File: config.mk
export PLATFORM = sky130hd
export DESIGN_NAME = irq_pending_ctrl
export DESIGN_NICKNAME = d
export VERILOG_FILES = /design/src/rtl/irq_pkg.sv /design/src/rtl/irq_edge_detect.sv /design/src/rtl/irq_pending_ctrl.sv
export SDC_FILE = /design/constraint.sdc
export NUM_CORES = 1
export LEC_CHECK = 0
export CORE_MARGIN = 1.5
export CORE_UTILIZATION = 42
export CTS_BUF_LIST = sky130_fd_sc_hd__clkbuf_4 sky130_fd_sc_hd__clkbuf_8
export DETAILED_ROUTE_END_ITERATION = 8
export GPL_TIMING_DRIVEN = 0
export PLACE_DENSITY = 0.87
export SYNTH_ARGS = -nofsm -noshare
export SYNTH_HDL_FRONTEND = slang
export SYNTH_SLANG_ARGS = --single-unit
File: constraint.sdc
create_clock -name clk -period 1.4 [get_ports clk]
set_input_delay 0.21 -clock clk [delete_from_list [all_inputs] [get_ports clk]]
set_output_delay 0.21 -clock clk [all_outputs]
set_load 0.01 [all_outputs]
File: src/rtl/irq_pkg.sv
// Shared definitions for the interrupt pending controller: channel count,
// channel-index width, service FSM states and a one-hot channel helper.
package irq_pkg;

    localparam int NUM_CH = 4;
    localparam int CH_W   = $clog2(NUM_CH);

    typedef enum logic {
        IDLE   = 1'b0,
        ASSERT = 1'b1
    } state_t;

    typedef logic [CH_W-1:0] ch_idx_t;

    function automatic logic [NUM_CH-1:0] ch_onehot(input ch_idx_t idx);
        logic [NUM_CH-1:0] v;
        v      = '0;
        v[idx] = 1'b1;
        return v;
    endfunction

endpackage

File: src/rtl/irq_edge_detect.sv
// Rising-edge detector for the request lines: registers irq_in, flags 0->1 transitions.
// Latency: combinational edge vector, valid in the cycle the level first appears.
// Backpressure: none; every edge is reported once.
module irq_edge_detect #(
    parameter int NUM_CH = irq_pkg::NUM_CH
) (
    input  logic              clk,
    input  logic              rst,
    input  logic [NUM_CH-1:0] irq_in,
    output logic [NUM_CH-1:0] rise
);

    logic [NUM_CH-1:0] irq_prev;

    // Clearing irq_prev in reset makes a level held through release look like an edge.
    always_ff @(posedge clk or posedge rst) begin
        if (rst) begin
            irq_prev <= '0;
        end else begin
            irq_prev <= irq_in;
        end
    end

    assign rise = irq_in & ~irq_prev;

endmodule

File: src/rtl/irq_pending_ctrl.sv
// Edge-triggered interrupt pending controller with external priority encoder loop.
// Latency: edge in N -> pend_req in N+1 -> irq_out in N+2; one IDLE cycle between services.
// Backpressure: irq_out/irq_id held until irq_ack; repeat edges on a pending channel set overflow.
module irq_pending_ctrl
    import irq_pkg::*;
#(
    parameter int NUM_CH = irq_pkg::NUM_CH
) (
    input  logic              clk,
    input  logic              rst,
    input  logic [NUM_CH-1:0] irq_in,
    input  logic [NUM_CH-1:0] mask,
    output logic [NUM_CH-1:0] pend_req,
    input  logic [CH_W-1:0]   enc_code,
    input  logic              enc_valid,
    output logic              irq_out,
    output logic [CH_W-1:0]   irq_id,
    input  logic              irq_ack,
    output logic [NUM_CH-1:0] overflow,
    input  logic              ovf_clr
);

    state_t            state;
    state_t            state_nxt;
    logic              id_load;
    logic [NUM_CH-1:0] rise;
    logic [NUM_CH-1:0] pending;
    logic [NUM_CH-1:0] pending_nxt;
    logic [NUM_CH-1:0] clr_vec;
    logic [NUM_CH-1:0] ovf_evt;
    logic [NUM_CH-1:0] overflow_nxt;

    irq_edge_detect #(
        .NUM_CH (NUM_CH)
    ) u_edge (
        .clk    (clk),
        .rst    (rst),
        .irq_in (irq_in),
        .rise   (rise)
    );

    // A new edge beats the ack-clear on the same channel, and only counts as
    // lost when the channel was already pending and is not being retired now.
    always_comb begin
        clr_vec      = '0;
        if ((state == ASSERT) && irq_ack) begin
            clr_vec = ch_onehot(irq_id);
        end
        ovf_evt      = rise & pending & ~clr_vec;
        pending_nxt  = (pending & ~clr_vec) | rise;
        overflow_nxt = (ovf_clr ? '0 : overflow) | ovf_evt;
    end

    always_ff @(posedge clk or posedge rst) begin
        if (rst) begin
            pending  <= '0;
            overflow <= '0;
        end else begin
            pending  <= pending_nxt;
            overflow <= overflow_nxt;
        end
    end

    assign pend_req = pending & ~mask;

    always_ff @(posedge clk or posedge rst) begin
        if (rst) begin
            state <= IDLE;
        end else begin
            state <= state_nxt;
        end
    end

    // Mask changes only affect the encoder input, so an active service is never disturbed.
    always_comb begin
        state_nxt = state;
        id_load   = 1'b0;
        case (state)
            IDLE: begin
                if (enc_valid) begin
                    state_nxt = ASSERT;
                    id_load   = 1'b1;
                end
            end
            ASSERT: begin
                if (irq_ack) begin
                    state_nxt = IDLE;
                end
            end
            default: begin
                state_nxt = IDLE;
            end
        endcase
    end

    always_ff @(posedge clk or posedge rst) begin
        if (rst) begin
            irq_id  <= '0;
            irq_out <= 1'b0;
        end else begin
            if (id_load) begin
                irq_id <= enc_code;
            end
            irq_out <= (state_nxt == ASSERT);
        end
    end

endmodule

==> results.md <==
- Area grow syn2layout: 53.05%
- Crit end category: output port
- PwrDens: between 1000 and 1500 nW/µm²
- Mapped Cells: between 40 and 50
- RSZ-0062 raised after global routing: no
- Sequential cell area fraction in the yosys report: 0.6098
- Synth Register Bits: 15
- Layout cells sized above 1: 0.1500
- DRT iter0 DRCs: 6
- Post-Syn Nets: 63
- Worst Path Max Fanout: 3
- Crit path to: pend_req[0]
- Worst endpoint data arrival time: roughly 1100 ps
- Row count: 13
- Fin. max-slew vios: 0
- Fin nets: between 90 and 100
- Status: completed
- WP data required: approximately 1200 ps
- Fmax: 773.7 MHz
- Syn Std Cell Area: just over 600 µm²
- Static Leak: ~0.52 nW
- Largest net degree at the start of global routing: 16
- R2R Path End: irq_id[1]$_DFFE_PP0P_
- Top delay family on crit path: buffers and inverters
- Number of max-cap violations: 0
- Crit path launch: pending[0]$_DFF_PP0_
- TritonCTS Buffers: 3
- Initial antenna violation count: 0
- CP max stage delay: roughly 370 ps
- First drt pass iteration count: 4
- Clk buf depth: 2
- DP Cell Count: slightly below 90
- Most frequent cells in the layout: dfrtp_1, clkdlybuf4s50_1, inv_1, dlygate4sd2_1, dlymetal6s2s_1
- Drc violations: 0
- Synth unique cells: 16
- Root Driver: clkbuf_4
- Syn_area_per_cell: approximately 13 µm²
- CP cell instances: inv_1, nor2_1, dlygate4sd2_1
- Final WL: ~1200 µm
- Placement Cell Area: ~880 µm²
- Worst-skew pair later-pin latency: ~280 ps
- CP max stage cell: dfrtp_1
- Setup violators final: 0
- Hpwl dp: approximately 870 µm
- Global-route wire length before repair: between 1500 and 2000 µm
- Buf/Inv on CP: 2
- Final Non-Filler Cells: 95
- Register-to-register setup slack: 230 ps
- Min-delay worst type: input port to async pin
- Chip Height: 41.29 µm
- CP Class: register to output port
- CTS clk-pin slew, worst paths: 90 ps
- Setup crit start kind: register
- Vias in the first global route: 405
- Design Area, Final: 942.2 µm²
- Via density: 4.989
- Reg2reg start: irq_out$_DFF_PP0_
- CTS sink count: 15
- CTS Hold Bufs: 0
- CTS H-tree lvls: 1
- Final hold vios: 0
- Global placement routability congestion: roughly 0.75
- Leading cell type in the layout, fill and taps excluded: dfrtp_1
- Via count: around 470
- Buffers on Ports: 25
- Total Routing Usage GR: 0.1746
- Core area: 1334 µm²
- FILL cells: approximately 110
- Final Cycle Share: 0.9233
- Ant. Diodes: 0
- Stages on the worst setup path: 3
- Initial Util: 0.4615
- Slew @ Worst Pin: about 570 ps
- Clock Skews: ~5.8 ps
- Slew margin rel.: 0.6188
- Syn. warnings: 0
- Min Tclk post-route: 1293 ps
- Reg2Reg Depth: 3
- WL/cell: between 10 and 15 µm
- DIE WIDTH: between 40 and 50 µm
- Grt total ovfl: 0
- Antenna Nets Post-Route: 0
- Total die area: approximately 1700 µm²
- CTS tree: done
- Ports: 26
- Maximum vdd drop: 0.0006975 V
routing by layer:
layer	share of wire	vias up	track usage
met5	0	-	0
met4	0	0	0.04839
met3	0.065	0	0.08152
met2	0.48	15	0.2773
met1	0.46	226	0.2109
li1	-	233	-
how the worst min path moves through the flow:
stage / start / to / slack (ps) / depth (start not counted)
after floorplan: rst / irq_id[0]$_DFFE_PP0P_ / 110 / 1
after global placement: u_edge.irq_prev[2]$_DFF_PP0_ / overflow[2]$_DFF_PP0_ / 460 / 1
after detailed placement: u_edge.irq_prev[0]$_DFF_PP0_ / overflow[0]$_DFF_PP0_ / 470 / 1
after CTS: rst / u_edge.irq_prev[1]$_DFF_PP0_ / 290 / 2
after global routing: rst / pending[2]$_DFF_PP0_ / 340 / 2
final: rst / overflow[1]$_DFF_PP0_ / 280 / 2
final cells by class:
class | instances | area, µm² | share of cell area
well taps | 15 | 18.77 | 0.01992
multi-input cells | 24 | 206.4 | 0.2191
clock buffers | 4 | 30.03 | 0.03187
inverters | 9 | 33.78 | 0.03586
repair buffers | 28 | 277.8 | 0.2948
flip-flops and latches | 15 | 375.4 | 0.3984
kinds of logic (layout without fill, tap and decap cells):
group / count (synthesis) / count (layout) / share of synthesized area
compound gates: 9 / 9 / 0.1525
buf+inv: 9 / 41 / 0.05487
flops: 15 / 15 / 0.6098
mux: 2 / 2 / 0.03658
simple gates: 13 / 13 / 0.1463
synthesized netlist by cell type:
cell type,count,area (µm²)
dfrtp_1,15,375.4
inv_1,9,33.78
nand2b_1,3,18.77
nor2_1,3,11.26
o22ai_1,3,18.77
o41ai_2,3,48.80
and4b_1,2,20.02
nor2b_1,2,12.51
a21o_1,1,7.510
a22o_1,1,8.760
a41o_1,1,10.01
and4bb_1,1,12.51
mux2_1,1,11.26
mux2_2,1,11.26
nand4_1,1,6.260
nor2b_2,1,8.760
report_power, final:
group | switching (mW) | total, mW | internal, mW | leakage (nW)
logic | 0.132 | 0.311 | 0.179 | 0.329
clock network | 0.141 | 0.271 | 0.130 | 0.0184
registers | 0.0304 | 0.526 | 0.496 | 0.170
total | 0.303 | 1.11 | 0.805 | 0.518
stage by stage:
step | util | hold slack, ps | power (mW) | worst slack, ps | setup TNS [ps]
floorplan | - | 111.5 | 0.6771 | 332.4 | 0
global placement | 0.6632 | 458.5 | 0.8390 | -59.67 | -142.9
detailed placement | 0.6632 | 468.4 | 0.8468 | -58.67 | -171.9
CTS | 0.6970 | 289.8 | 1.120 | 1.852 | 0
global route | 0.7064 | 341.2 | 1.175 | 23.93 | 0
finish | 0.7064 | 280.7 | 1.108 | 107.4 | 0
registers in the layout, summed over array words and instances (netlist names):
name,cells
overflow,4
irq_out,1
pending,4
irq_id,2
u_edge.irq_prev,4
repair_timing:
item	CTS	global route
setup buffers	3	0
endpoints found under the hold margin	0	0
resized for setup	6	5
setup endpoints to repair	8	5
(Power assumes the default switching activity.)
